[src/rtl/fp_add_arbiter.sv]
// Two-requester round-robin front end for one shared multi-cycle FP adder.
// One operation in flight at a time; a stalled adder is aborted after TIMEOUT_CYCLES.
module fp_add_arbiter #(
    parameter int unsigned TIMEOUT_CYCLES = 64
) (
    input  logic        clk,
    input  logic        reset,
    input  logic        req0_valid,
    output logic        req0_ready,
    input  logic [31:0] req0_x,
    input  logic [31:0] req0_y,
    input  logic        req1_valid,
    output logic        req1_ready,
    input  logic [31:0] req1_x,
    input  logic [31:0] req1_y,
    output logic        rsp0_valid,
    output logic [31:0] rsp0_result,
    output logic        rsp0_err,
    output logic        rsp1_valid,
    output logic [31:0] rsp1_result,
    output logic        rsp1_err,
    output logic [31:0] fpa_x,
    output logic [31:0] fpa_y,
    output logic        fpa_start,
    input  logic        fpa_done,
    input  logic [31:0] fpa_result,
    output logic        busy
);

    localparam int unsigned      CNT_W    = $clog2(TIMEOUT_CYCLES) + 1;
    localparam logic [CNT_W-1:0] CNT_LAST = CNT_W'(TIMEOUT_CYCLES - 1);
    localparam logic [31:0]      QNAN     = 32'h7FC0_0000;

    typedef enum logic [1:0] {
        S_IDLE,
        S_ISSUE,
        S_WAIT,
        S_RESP
    } state_t;

    state_t           state_q, state_d;
    logic [CNT_W-1:0] cnt_q, cnt_d;
    logic             last_grant_q, last_grant_d;
    logic             gid_q, gid_d;
    logic [31:0]      x_q, x_d;
    logic [31:0]      y_q, y_d;
    logic [31:0]      rsp0_result_q, rsp0_result_d;
    logic             rsp0_err_q, rsp0_err_d;
    logic [31:0]      rsp1_result_q, rsp1_result_d;
    logic             rsp1_err_q, rsp1_err_d;

    logic any_valid;
    logic grant_id;
    logic accept;

    // Round-robin: on a tie the requester that was not served last wins.
    always_comb begin
        any_valid = req0_valid | req1_valid;
        if (req0_valid && req1_valid) begin
            grant_id = ~last_grant_q;
        end else begin
            grant_id = req1_valid;
        end
        accept     = (state_q == S_IDLE) && any_valid && !reset;
        req0_ready = accept && !grant_id;
        req1_ready = accept && grant_id;
    end

    // NOTE: every variable gets a default before the case so no path leaves
    // one unassigned; otherwise synthesis infers a latch.
    always_comb begin
        state_d       = state_q;
        cnt_d         = cnt_q;
        last_grant_d  = last_grant_q;
        gid_d         = gid_q;
        x_d           = x_q;
        y_d           = y_q;
        rsp0_result_d = rsp0_result_q;
        rsp0_err_d    = rsp0_err_q;
        rsp1_result_d = rsp1_result_q;
        rsp1_err_d    = rsp1_err_q;

        unique case (state_q)
            S_IDLE: begin
                if (any_valid) begin
                    gid_d   = grant_id;
                    x_d     = grant_id ? req1_x : req0_x;
                    y_d     = grant_id ? req1_y : req0_y;
                    state_d = S_ISSUE;
                end
            end
            S_ISSUE: begin
                cnt_d   = '0;
                state_d = S_WAIT;
            end
            S_WAIT: begin
                // A completion on the final wait cycle beats the timeout.
                if (fpa_done || cnt_q == CNT_LAST) begin
                    if (gid_q) begin
                        rsp1_result_d = fpa_done ? fpa_result : QNAN;
                        rsp1_err_d    = !fpa_done;
                    end else begin
                        rsp0_result_d = fpa_done ? fpa_result : QNAN;
                        rsp0_err_d    = !fpa_done;
                    end
                    state_d = S_RESP;
                end else begin
                    cnt_d = cnt_q + CNT_W'(1);
                end
            end
            S_RESP: begin
                last_grant_d = gid_q;
                state_d      = S_IDLE;
            end
            default: state_d = S_IDLE;
        endcase
    end

    // NOTE: sequential state uses non-blocking assignments only, so every flop
    // samples the pre-edge value regardless of statement order.
    always_ff @(posedge clk) begin
        if (reset) begin
            state_q       <= S_IDLE;
            cnt_q         <= '0;
            last_grant_q  <= 1'b1;
            gid_q         <= 1'b0;
            x_q           <= '0;
            y_q           <= '0;
            rsp0_result_q <= '0;
            rsp0_err_q    <= 1'b0;
            rsp1_result_q <= '0;
            rsp1_err_q    <= 1'b0;
        end else begin
            state_q       <= state_d;
            cnt_q         <= cnt_d;
            last_grant_q  <= last_grant_d;
            gid_q         <= gid_d;
            x_q           <= x_d;
            y_q           <= y_d;
            rsp0_result_q <= rsp0_result_d;
            rsp0_err_q    <= rsp0_err_d;
            rsp1_result_q <= rsp1_result_d;
            rsp1_err_q    <= rsp1_err_d;
        end
    end

    // Pulses are masked by reset so an abort never leaks a start or response.
    assign fpa_x       = x_q;
    assign fpa_y       = y_q;
    assign fpa_start   = (state_q == S_ISSUE) && !reset;
    assign busy        = (state_q != S_IDLE);
    assign rsp0_valid  = (state_q == S_RESP) && !gid_q && !reset;
    assign rsp1_valid  = (state_q == S_RESP) && gid_q && !reset;
    assign rsp0_result = rsp0_result_q;
    assign rsp0_err    = rsp0_err_q;
    assign rsp1_result = rsp1_result_q;
    assign rsp1_err    = rsp1_err_q;

endmodule

[config.mk]
export PLATFORM = sky130hd
export DESIGN_NAME = fp_add_arbiter
export DESIGN_NICKNAME = d
export VERILOG_FILES = /design/src/rtl/fp_add_arbiter.sv
export SDC_FILE = /design/constraint.sdc
export NUM_CORES = 1
export LEC_CHECK = 0
export ABC_AREA = 1
export CAP_MARGIN = 20
export CORE_AREA = 2 2 121 123
export DETAILED_ROUTE_END_ITERATION = 10
export DIE_AREA = 0 0 123 125
export GPL_TIMING_DRIVEN = 0
export HOLD_SLACK_MARGIN = 0.15
export PLACE_DENSITY = 0.84
export SLEW_MARGIN = 20
export SYNTH_ARGS = -nofsm -noshare
export SYNTH_HDL_FRONTEND = slang
export SYNTH_SLANG_ARGS = --single-unit
[constraint.sdc]
create_clock -name clk -period 3.95 [get_ports clk]
set_input_delay 0.79 -clock clk [delete_from_list [all_inputs] [get_ports clk]]
set_output_delay 0.79 -clock clk [all_outputs]
set_load 0.005 [all_outputs]
==> results by group, run 1 <==
Outcome
  – Status: completed

Logic synthesis
  – EDFF count, synth: 0
  – Synth unique cells: 26
  – Post-synth ARST share: 0
  – Syn Inst Count: 823
  – Mapped Area: 5920 µm²
  – Top cells by area, synth: dfxtp_1 48%, nand2_1 14%, nor2_1 9.6%
  – Area leader, netlist: dfxtp_1
  – Yosys warnings: 0
  – Seq/Total Area, Yosys: 0.476
  – Seq cells post-synth: 141
  – Yosys top cell area share: 0.476
  – Post-Syn Nets: 994
  – Prevailing post-synth register cell: dfxtp_1
  – Avg Synthesized Cell Area: ~7.2 µm²

Routing
  – Final WL: 21.5 mm
  – Final ANT Viol Nets: 0
  – # DRC: 0
  – Initial DRT Pass Iterations: 5
  – Via count: 6,739
  – 1st-iter DRT viols: 351
  – Drt wl/cell: 16.0 µm
  – Via density: 5.03

Global routing
  – Largest net degree at the start of global routing: 17
  – Initial antenna violation count: 2
  – Grt total ovfl: 0
  – Global-route wire length before repair: 32.7 mm
  – Vias in the first global route: 6,521
  – GRT Resource Usage Total: 0.275

Floorplanning
  – FP Rows: 44
  – Chip Width: around 120 µm
  – Initial Util: 0.417
  – # IOs: 301
  – Core ar.: 14,200 µm²
  – Die ar.: 15,400 µm²
  – Die H: between 100 and 150 µm

Clock tree
  – Number of buffers created by CTS: 17
  – CTS tree: built
  – CTS Sinks: 141
  – Hold-fix buffers at CTS: 0
  – Root Driver: clkbuf_16
  – H-tree level count: 4
  – Clock Pin Slew Worst Setup and Hold Paths: 0.06 ns
  – Clk_lat worst skew: ~0.42 ns
  – Setup bufs post-CTS: 0
  – CTS resizes: 0
  – CTS max path bufs: 2

STA
  – RSZ-0062 raised after global routing: no
  – Clock Skews: 0.00770 ns
  – Final hold viol count: 0
  – Worst Max-Slew Pin Slew: 0.505 ns
  – Maximum clock frequency: 0.270 GHz
  – Fin Setup TNS: 0 ns
  – Worst slew margin: 0.663
  – Final setup fails: 0
  – Worst setup margin: 0.244 ns
  – Slew Viols, Final: 0
  – Min Hold Slack: around 0.46 ns
  – Tcrit/Tclk final: 0.938
  – Final Critical Period: 3.71 ns

Setup path
  – R2r setup slk: 1.99 ns
  – Worst Path Required: between 3 and 4 ns
  – Critical path's largest stage delay: 0.55 ns
  – FF-to-FF Start: state_q[0]$_SDFFE_PP0P_
  – Arrival @ worst endpoint: 2.92 ns
  – Kind of critical path: input pin to primary output
  – Worst R2R End: fpa_y[4]$_SDFFE_PP0P_
  – CP Cell Sequence: clkdlybuf4s50_1, inv_1, a21oi_2, buf_2, buf_2, nand2_1, nor2_1, clkdlybuf4s50_1
  – Crit path launch: req0_valid
  – CP max-delay cell: clkdlybuf4s50_1
  – Crit path capture: req0_ready
  – Critical Path Fanout Max: 10
  – R2R depth: 7
  – Critical Path Sink Type: primary output
  – Startpoint types: input pin

Placed design
  – IO buf count: 299
  – Post-Place Cell Area: ~9100 µm²
  – Final GP Congestion: between 0.9 and 1
  – Setup WS pre-CTS: 0.236 ns
  – DP HPWL: 16.0 mm

Power
  – Internal Dissipation: slightly below 4000 µW
  – Combinational share of power: 0.327
  – Worst vdd ir: 0.365 mV
  – Leak: 0.00401 µW
  – Register share of total power: 0.347
  – P per Cell Area: 564 nW/µm²
  – Clock power frac: 0.326
  – Net load switching power: roughly 1700 µW
  – Switch share: 0.299

Worst hold path
  – Hold_sp: cnt_q[6]$_SDFFE_PP0P_
  – Hold Crit Class: flip-flop to flip-flop

Run
  – Max Cap Viol: 0

Finish
  – Commonest non-fill, non-tap cell in the layout: clkdlybuf4s50_1
  – Most frequent cells in the layout: 299 x clkdlybuf4s50_1, 214 x nand2_1, 152 x nor2_1
  – Fill cells: ~1,200
  – Area Growth Syn to Fin: 65.7%
  – Share of layout cells above drive strength 1: 0.0676
  – Layout Utilization: 0.691
  – Final #Nets: 1,312
  – Finished Cell Area: 9820 µm²
-- registers in the layout, summed over array words and instances (netlist names), 2 cells and up --
register,flops
cnt_q,7
fpa_x,32
fpa_y,32
rsp0_result,32
rsp1_result,32
state_q,2
-- per-stage QoR --
step	instances	total power [µW]
2_1_floorplan	823	2660
3_3_place_gp	1306	3700
3_5_place_dp	1306	3720
4_1_cts	1338	5540
5_1_grt	1340	5800
6_report	1340	5540
-- layer usage --
metal,track usage,vias to the layer above,wire length [µm]
met5,0,-,0
met4,0.108,0,625
met3,0.0985,40,2170
met2,0.498,300,10900
met1,0.284,3089,7820
li1,-,3310,-
-- final cells by class --
type                       count  area, µm²  area share
timing repair buffer         299       2990       0.305
sequential                   141       2820       0.287
multi-input combinational    582       2630       0.268
clock buffer                  22        484      0.0493
buffer                        59        315      0.0321
tap                          184        230      0.0234
clock inverter                10        183      0.0186
inverter                      41        159      0.0162
antenna                        2       5.00    0.000510
-- cells in the mapped netlist (all sizes together), types with 2 or more instances --
library cell,instances
nor2,153
nand3,11
clkbuf,24
ha,6
inv,41
dfxtp,141
buf,35
a31oi,64
o21ai,112
o21bai,2
a21oi,11
nand2,219
-- critical path: cells and delay by family --
family / cells / cell delay [ns]
simple gates: 2 / 0.20
compound gates: 1 / 0.29
buf+inv: 5 / 1.62
-- worst min-delay path by stage --
stage / endpoint / cells after the start
3_5_place_dp: cnt_q[6]$_SDFFE_PP0P_ / 2
4_1_cts: cnt_q[6]$_SDFFE_PP0P_ / 2
6_report: cnt_q[6]$_SDFFE_PP0P_ / 2
2_1_floorplan: cnt_q[6]$_SDFFE_PP0P_ / 2
3_3_place_gp: cnt_q[6]$_SDFFE_PP0P_ / 2
5_1_grt: cnt_q[6]$_SDFFE_PP0P_ / 2
-- power groups by stage --
stage	Combinational, µW	Sequential, µW	Clock, µW
4_1_cts	1810	1920	1820
3_5_place_dp	1790	1930	0
5_1_grt	1970	1950	1880
2_1_floorplan	718	1950	0
6_report	1810	1920	1810
3_3_place_gp	1770	1930	0
-- cells by family (layout without fill, tap and decap cells) --
kind of cell / count (synthesis) / count (layout) / synth area share
and+or+nand+nor: 385 / 385 / 0.254
AOI/OAI and AO/OA: 190 / 190 / 0.176
DFF: 141 / 141 / 0.476
buffers and inverters: 100 / 431 / 0.0800
adders and majority gates: 6 / 6 / 0.0127
xor gates and xnor gates: 1 / 1 / 0.00148
other: 0 / 2 / 0
Note: power is estimated with default switching activity, not from simulation.
==> run 2: changes to the inputs <==
CORE_AREA = 2 2 103 144   (was 2 2 121 123)
DIE_AREA = 0 0 105 146   (was 0 0 123 125)
==> run 2 against run 1 <==
  * Total power fell by 3.4%
  * Via count rose by 0.31%
  * Setup slack got worse by 0.042 ns
  * Worst hold slack got worse by 0.0038 ns
  * Cell count fell by 0.15%
  * Global-route usage rose by 0.96 points
  * Non-clock buffer count did not move
  * Sequential power barely moved
  * Sequential share of layout area rose by 0.23 points
  * First-iteration DRC count fell by 32%
  * Critical endpoint unchanged
==> results by group, run 2 (synthesized netlist as in run 1, its figures left out) <==
STA
  – Final hold viol count: 0
  – Tcrit/Tclk final: 0.949
  – Final setup fails: 0
  – Slew Viols, Final: 0
  – Worst setup margin: 0.202 ns
  – Worst Max-Slew Pin Slew: 0.534 ns
  – Maximum clock frequency: 0.267 GHz
  – Clock Skews: 0.00950 ns
  – Final Critical Period: 3.75 ns
  – Fin Setup TNS: 0 ns
  – RSZ-0062 raised after global routing: no
  – Worst slew margin: 0.644

Global routing
  – Initial antenna violation count: 2
  – GRT Resource Usage Total: 0.284
  – Global-route wire length before repair: approximately 35 mm
  – Largest net degree at the start of global routing: 17
  – Grt met3 use: 0.102
  – Layer with the highest usage: met2
  – Grt met1 use: 0.294
  – Vias in the first global route: 6,688
  – Grt total ovfl: 0
  – Met2 usage: 0.530

Floorplanning
  – # IOs: between 300 and 400
  – Core ar.: 13,900 µm²
  – Die H: 146 µm
  – Die ar.: 15,300 µm²
  – Initial Util: 0.426
  – FP Rows: slightly above 50
  – Chip Width: 105 µm

Routing
  – # DRC: 0
  – Initial DRT Pass Iterations: 5
  – 1st-iter DRT viols: 240
  – Final WL: 21.8 mm
  – Drt wl/cell: 16.3 µm
  – Via density: approximately 5.1
  – Via count: a little under 7,000
  – Final ANT Viol Nets: 0

Finish
  – Commonest non-fill, non-tap cell in the layout: clkdlybuf4s50_1
  – Finished Cell Area: between 9000 and 10,000 µm²
  – Share of layout cells above drive strength 1: 0.0676
  – Area of the multi-input gates: roughly 2600 µm²
  – ANT cells: 0
  – Fill cells: 1,197
  – Most frequent cells in the layout: 299 x clkdlybuf4s50_1, 214 x nand2_1, 152 x nor2_1
  – Final #Nets: approximately 1,300
  – Register Area: 2820 µm²
  – Area Growth Syn to Fin: 64.4%

Clock tree
  – Clk_lat worst skew: around 0.42 ns
  – CTS Sinks: approximately 140
  – CTS tree: built
  – Hold-fix buffers at CTS: 0
  – Root Driver: clkbuf_16
  – CTS resizes: 0
  – H-tree level count: 4
  – Number of buffers created by CTS: 17
  – Setup bufs post-CTS: 0
  – CTS max path bufs: 2
  – Clock Pin Slew Worst Setup and Hold Paths: about 0.06 ns

Placed design
  – Final GP Congestion: 0.929
  – IO buf count: 299
  – Post-Place Cell Area: 9150 µm²
  – Setup WS pre-CTS: around 0.20 ns
  – DP HPWL: between 15 and 20 mm

Worst hold path
  – Hold Crit Class: flip-flop to flip-flop

Power
  – Net load switching power: between 1500 and 2000 µW
  – P per Cell Area: 549 nW/µm²
  – Clock power frac: 0.304
  – Register share of total power: 0.360
  – Combinational share of power: 0.336
  – Internal Dissipation: roughly 3700 µW
  – Switch share: 0.311
  – Leak: 0.00398 µW
  – Worst vdd ir: around 0.31 mV

Setup path
  – Startpoint types: input pin
  – Critical Path Sink Type: primary output
  – Critical Path Fanout Max: 10
  – Worst Path Required: ~3.2 ns
  – Arrival @ worst endpoint: around 3 ns
  – Kind of critical path: input pin to primary output

Run
  – Max Cap Viol: 0

Outcome
  – Status: completed
[run 2: changes by cell type in the layout (fill, tap and decap cells not counted), sizes merged]
cell	delta
clkbuf	-5
clkinv	+5
bufinv	-2
diode	-2
inv	+1
[run 2: critical path, stage by stage]
cell	delay [ns]
clkdlybuf4s50_1	0.47
inv_1	0.06
a21oi_2	0.29
buf_2	0.29
buf_2	0.26
nand2_1	0.15
nor2_1	0.12
clkdlybuf4s50_1	0.51
[run 2: metrics by stage]
step                      utilization  total power (µW)  hold slack [ns]  std cells
after global routing            0.700              5640            0.479       1338
after global placement          0.658              3710            0.436       1307
after floorplan                     -              2660            0.422        823
after detailed placement        0.658              3740            0.446       1307
final                           0.700              5350            0.453       1338
after CTS                       0.700              5380            0.456       1338
[run 2: final cells by class]
| class | instances | area share |
|---|---|---|
| timing repair buffer | 299 | 0.307 |
| sequential | 141 | 0.290 |
| multi-input combinational | 582 | 0.270 |
| clock buffer | 17 | 0.0437 |
| buffer | 59 | 0.0324 |
| tap | 185 | 0.0238 |
| clock inverter | 14 | 0.0172 |
| inverter | 41 | 0.0163 |
[run 2: power groups by stage]
stage / clock network [µW] / logic [µW] / registers (µW)
finish: 1620 / 1800 / 1930
global placement: 0 / 1780 / 1930
global route: 1710 / 1970 / 1960
floorplan: 0 / 718 / 1950
CTS: 1640 / 1810 / 1920
detailed placement: 0 / 1800 / 1950
[run 2: worst paths after layout]
path	cells after the start	slack, ns	startpoint	to
setup / recovery	8	0.20	req0_valid	req0_ready
hold / removal	2	0.45	cnt_q[6]$_SDFFE_PP0P_	cnt_q[6]$_SDFFE_PP0P_
setup reg to reg	7	1.96	state_q[0]$_SDFFE_PP0P_	fpa_y[2]$_SDFFE_PP0P_
hold reg to reg	2	0.45	cnt_q[6]$_SDFFE_PP0P_	cnt_q[6]$_SDFFE_PP0P_
[run 2: routing by layer]
metal | share of wire | up-vias
met5 | 0.00096 | -
met2 | 0.52 | 318
met1 | 0.37 | 3097
met3 | 0.093 | 34
li1 | - | 3307
met4 | 0.018 | 4
==> run 3: changes to the inputs <==
CAP_MARGIN = 0   (was 20)
CELL_PAD_IN_SITES_DETAIL_PLACEMENT = 0   (was not set)
CELL_PAD_IN_SITES_GLOBAL_PLACEMENT = 1   (was not set)
CORE_AREA = 2 2 124 175   (was 2 2 103 144)
DIE_AREA = 0 0 126 177   (was 0 0 105 146)
PLACE_DENSITY = not set   (was 0.84)
PLACE_DENSITY_LB_ADDON = 0.1   (was not set)
==> run 3 against run 2 <==
  * Register-to-register slack better by 0.10 ns
  * Non-clock buffer count unchanged
  * Flip-flop and latch count did not move
  * Worst hold slack worse by 0.0012 ns
  * Maximum frequency up 2.2%
  * Sequential power is essentially flat
  * Combinational power about the same
  * Die area rose by 45%
  * Sequential share of layout area down 0.47 points
  * Wire length increased by 2.6%
==> results by group, run 3 (synthesized netlist as in run 1, its figures left out) <==
Setup path
  – Worst Path Required: 3.16 ns
  – Startpoint types: input pin
  – FF-to-FF Start: state_q[0]$_SDFFE_PP0P_
  – Arrival @ worst endpoint: 2.88 ns
  – Crit path launch: req0_valid
  – R2r setup slk: 2.06 ns
  – Worst R2R End: fpa_y[6]$_SDFFE_PP0P_
  – Crit path capture: req1_ready
  – Critical Path Fanout Max: 10
  – CP max-delay cell: clkdlybuf4s50_1
  – Critical path's largest stage delay: 0.56 ns
  – Kind of critical path: input pin to primary output
  – R2R depth: 7
  – Critical Path Sink Type: primary output
  – CP Cell Sequence: clkdlybuf4s50_1, inv_1, a21oi_2, buf_2, buf_2, nand2_1, nor2_1, clkdlybuf4s50_1

Global routing
  – Vias in the first global route: between 6,000 and 7,000
  – Global-route wire length before repair: 35.0 mm
  – GRT Resource Usage Total: 0.202
  – Grt total ovfl: 0
  – Initial antenna violation count: 0
  – Largest net degree at the start of global routing: 17

Routing
  – Via count: 6,328
  – Final ANT Viol Nets: 0
  – Drt wl/cell: between 15 and 20 µm
  – Initial DRT Pass Iterations: 4
  – # DRC: 0
  – Final WL: roughly 22 mm
  – Via density: around 4.5
  – 1st-iter DRT viols: around 250

Finish
  – Commonest non-fill, non-tap cell in the layout: clkdlybuf4s50_1
  – ANT cells: 0
  – Fill cells: around 2,200
  – Final #Nets: roughly 1,300
  – Most frequent cells in the layout: 299 x clkdlybuf4s50_1, 214 x nand2_1, 152 x nor2_1
  – Share of layout cells above drive strength 1: 0.0685
  – Area Growth Syn to Fin: 67.2%
  – Finished Cell Area: 9900 µm²
  – Cell Count, Final, Fillers Out: ~1,400

Clock tree
  – Setup bufs post-CTS: 0
  – H-tree level count: 4
  – Clock Pin Slew Worst Setup and Hold Paths: ~0.06 ns
  – CTS max path bufs: 2
  – CTS tree: built
  – Hold-fix buffers at CTS: 0
  – Root Driver: clkbuf_16
  – Clk_lat worst skew: 0.42 ns
  – CTS resizes: 0
  – Number of buffers created by CTS: 17
  – CTS Sinks: 141

Power
  – Leak: 0.00400 µW
  – Overall power: 5550 µW
  – Worst vdd ir: around 0.31 mV
  – P per Cell Area: ~560 nW/µm²

STA
  – Final setup fails: 0
  – Worst setup margin: 0.282 ns
  – Final hold viol count: 0
  – Worst Max-Slew Pin Slew: 0.515 ns
  – Final Critical Period: 3.67 ns
  – Worst slew margin: 0.656
  – Maximum clock frequency: ~0.27 GHz
  – Slew Viols, Final: 0
  – Fin Setup TNS: 0 ns
  – Clock Skews: 0.00885 ns
  – RSZ-0062 raised after global routing: no
  – Tcrit/Tclk final: 0.929

Floorplanning
  – Die ar.: 22,300 µm²
  – FP Rows: 63
  – Die H: 177 µm
  – Initial Util: 0.285
  – Chip Width: around 130 µm
  – # IOs: 301
  – Core ar.: 20,800 µm²

Run
  – Max Cap Viol: 0

Placed design
  – DP Cell Count: 1,382
  – Post-Place Cell Area: 9240 µm²
  – Final GP Congestion: 0.821
  – IO buf count: 299
  – DP HPWL: 17.2 mm
  – Setup WS pre-CTS: 0.298 ns

Outcome
  – Status: completed

Worst hold path
  – Hold Crit Class: flip-flop to flip-flop
-- run 3: cell types whose count changed in the layout (fill, tap and decap cells not counted) --
cell,delta
clkinv_2,-4
inv_8,+1
bufinv_16,+2
clkinvlp_4,+1
inv_6,+1
-- run 3: worst max-delay path, delay by kind of cell --
family	cells	cell delay, ns
buffers and inverters	5	1.66
and+or+nand+nor	2	0.25
AOI/OAI and AO/OA	1	0.19
-- run 3: how the worst min path moves through the flow --
stage                                      from                     to  slack, ns  cells after the start
after CTS                 cnt_q[6]$_SDFFE_PP0P_  cnt_q[6]$_SDFFE_PP0P_       0.46                      2
after global routing      cnt_q[6]$_SDFFE_PP0P_  cnt_q[6]$_SDFFE_PP0P_       0.48                      2
final                     cnt_q[6]$_SDFFE_PP0P_  cnt_q[6]$_SDFFE_PP0P_       0.45                      2
after floorplan           cnt_q[6]$_SDFFE_PP0P_  cnt_q[6]$_SDFFE_PP0P_       0.42                      2
after detailed placement  cnt_q[6]$_SDFFE_PP0P_  cnt_q[6]$_SDFFE_PP0P_       0.45                      2
after global placement    cnt_q[6]$_SDFFE_PP0P_  cnt_q[6]$_SDFFE_PP0P_       0.44                      2
-- run 3: routing by layer --
layer  part of all wire  GRT usage  routed length, µm  vias up
li1                   -          -                  -     3302
met4              0.019     0.0646                431        0
met2               0.52      0.372              11600      226
met3              0.088     0.0807               1970       26
met5                  0          0                  0        -
met1               0.37      0.207               8390     2774
-- run 3: cell type report --
type / instances / area, µm² / area share
Buffer: 59 / 315 / 0.0318
Tap cell: 260 / 325 / 0.0328
Inverter: 41 / 159 / 0.0160
Timing Repair Buffer: 299 / 2990 / 0.302
Clock buffer: 17 / 425 / 0.0430
Clock inverter: 15 / 235 / 0.0238
Multi-Input combinational cell: 582 / 2630 / 0.265
Sequential cell: 141 / 2820 / 0.285
-- run 3: through the flow --
step           utilization  hold slack (ns)
3_5_place_dp         0.444            0.446
4_1_cts              0.476            0.456
3_3_place_gp         0.444            0.440
6_report             0.476            0.452
2_1_floorplan            -            0.422
5_1_grt              0.476            0.483
-- run 3: power breakdown --
group	internal, µW	switching [µW]
registers	1740	174
clock network	1130	685
logic	947	865
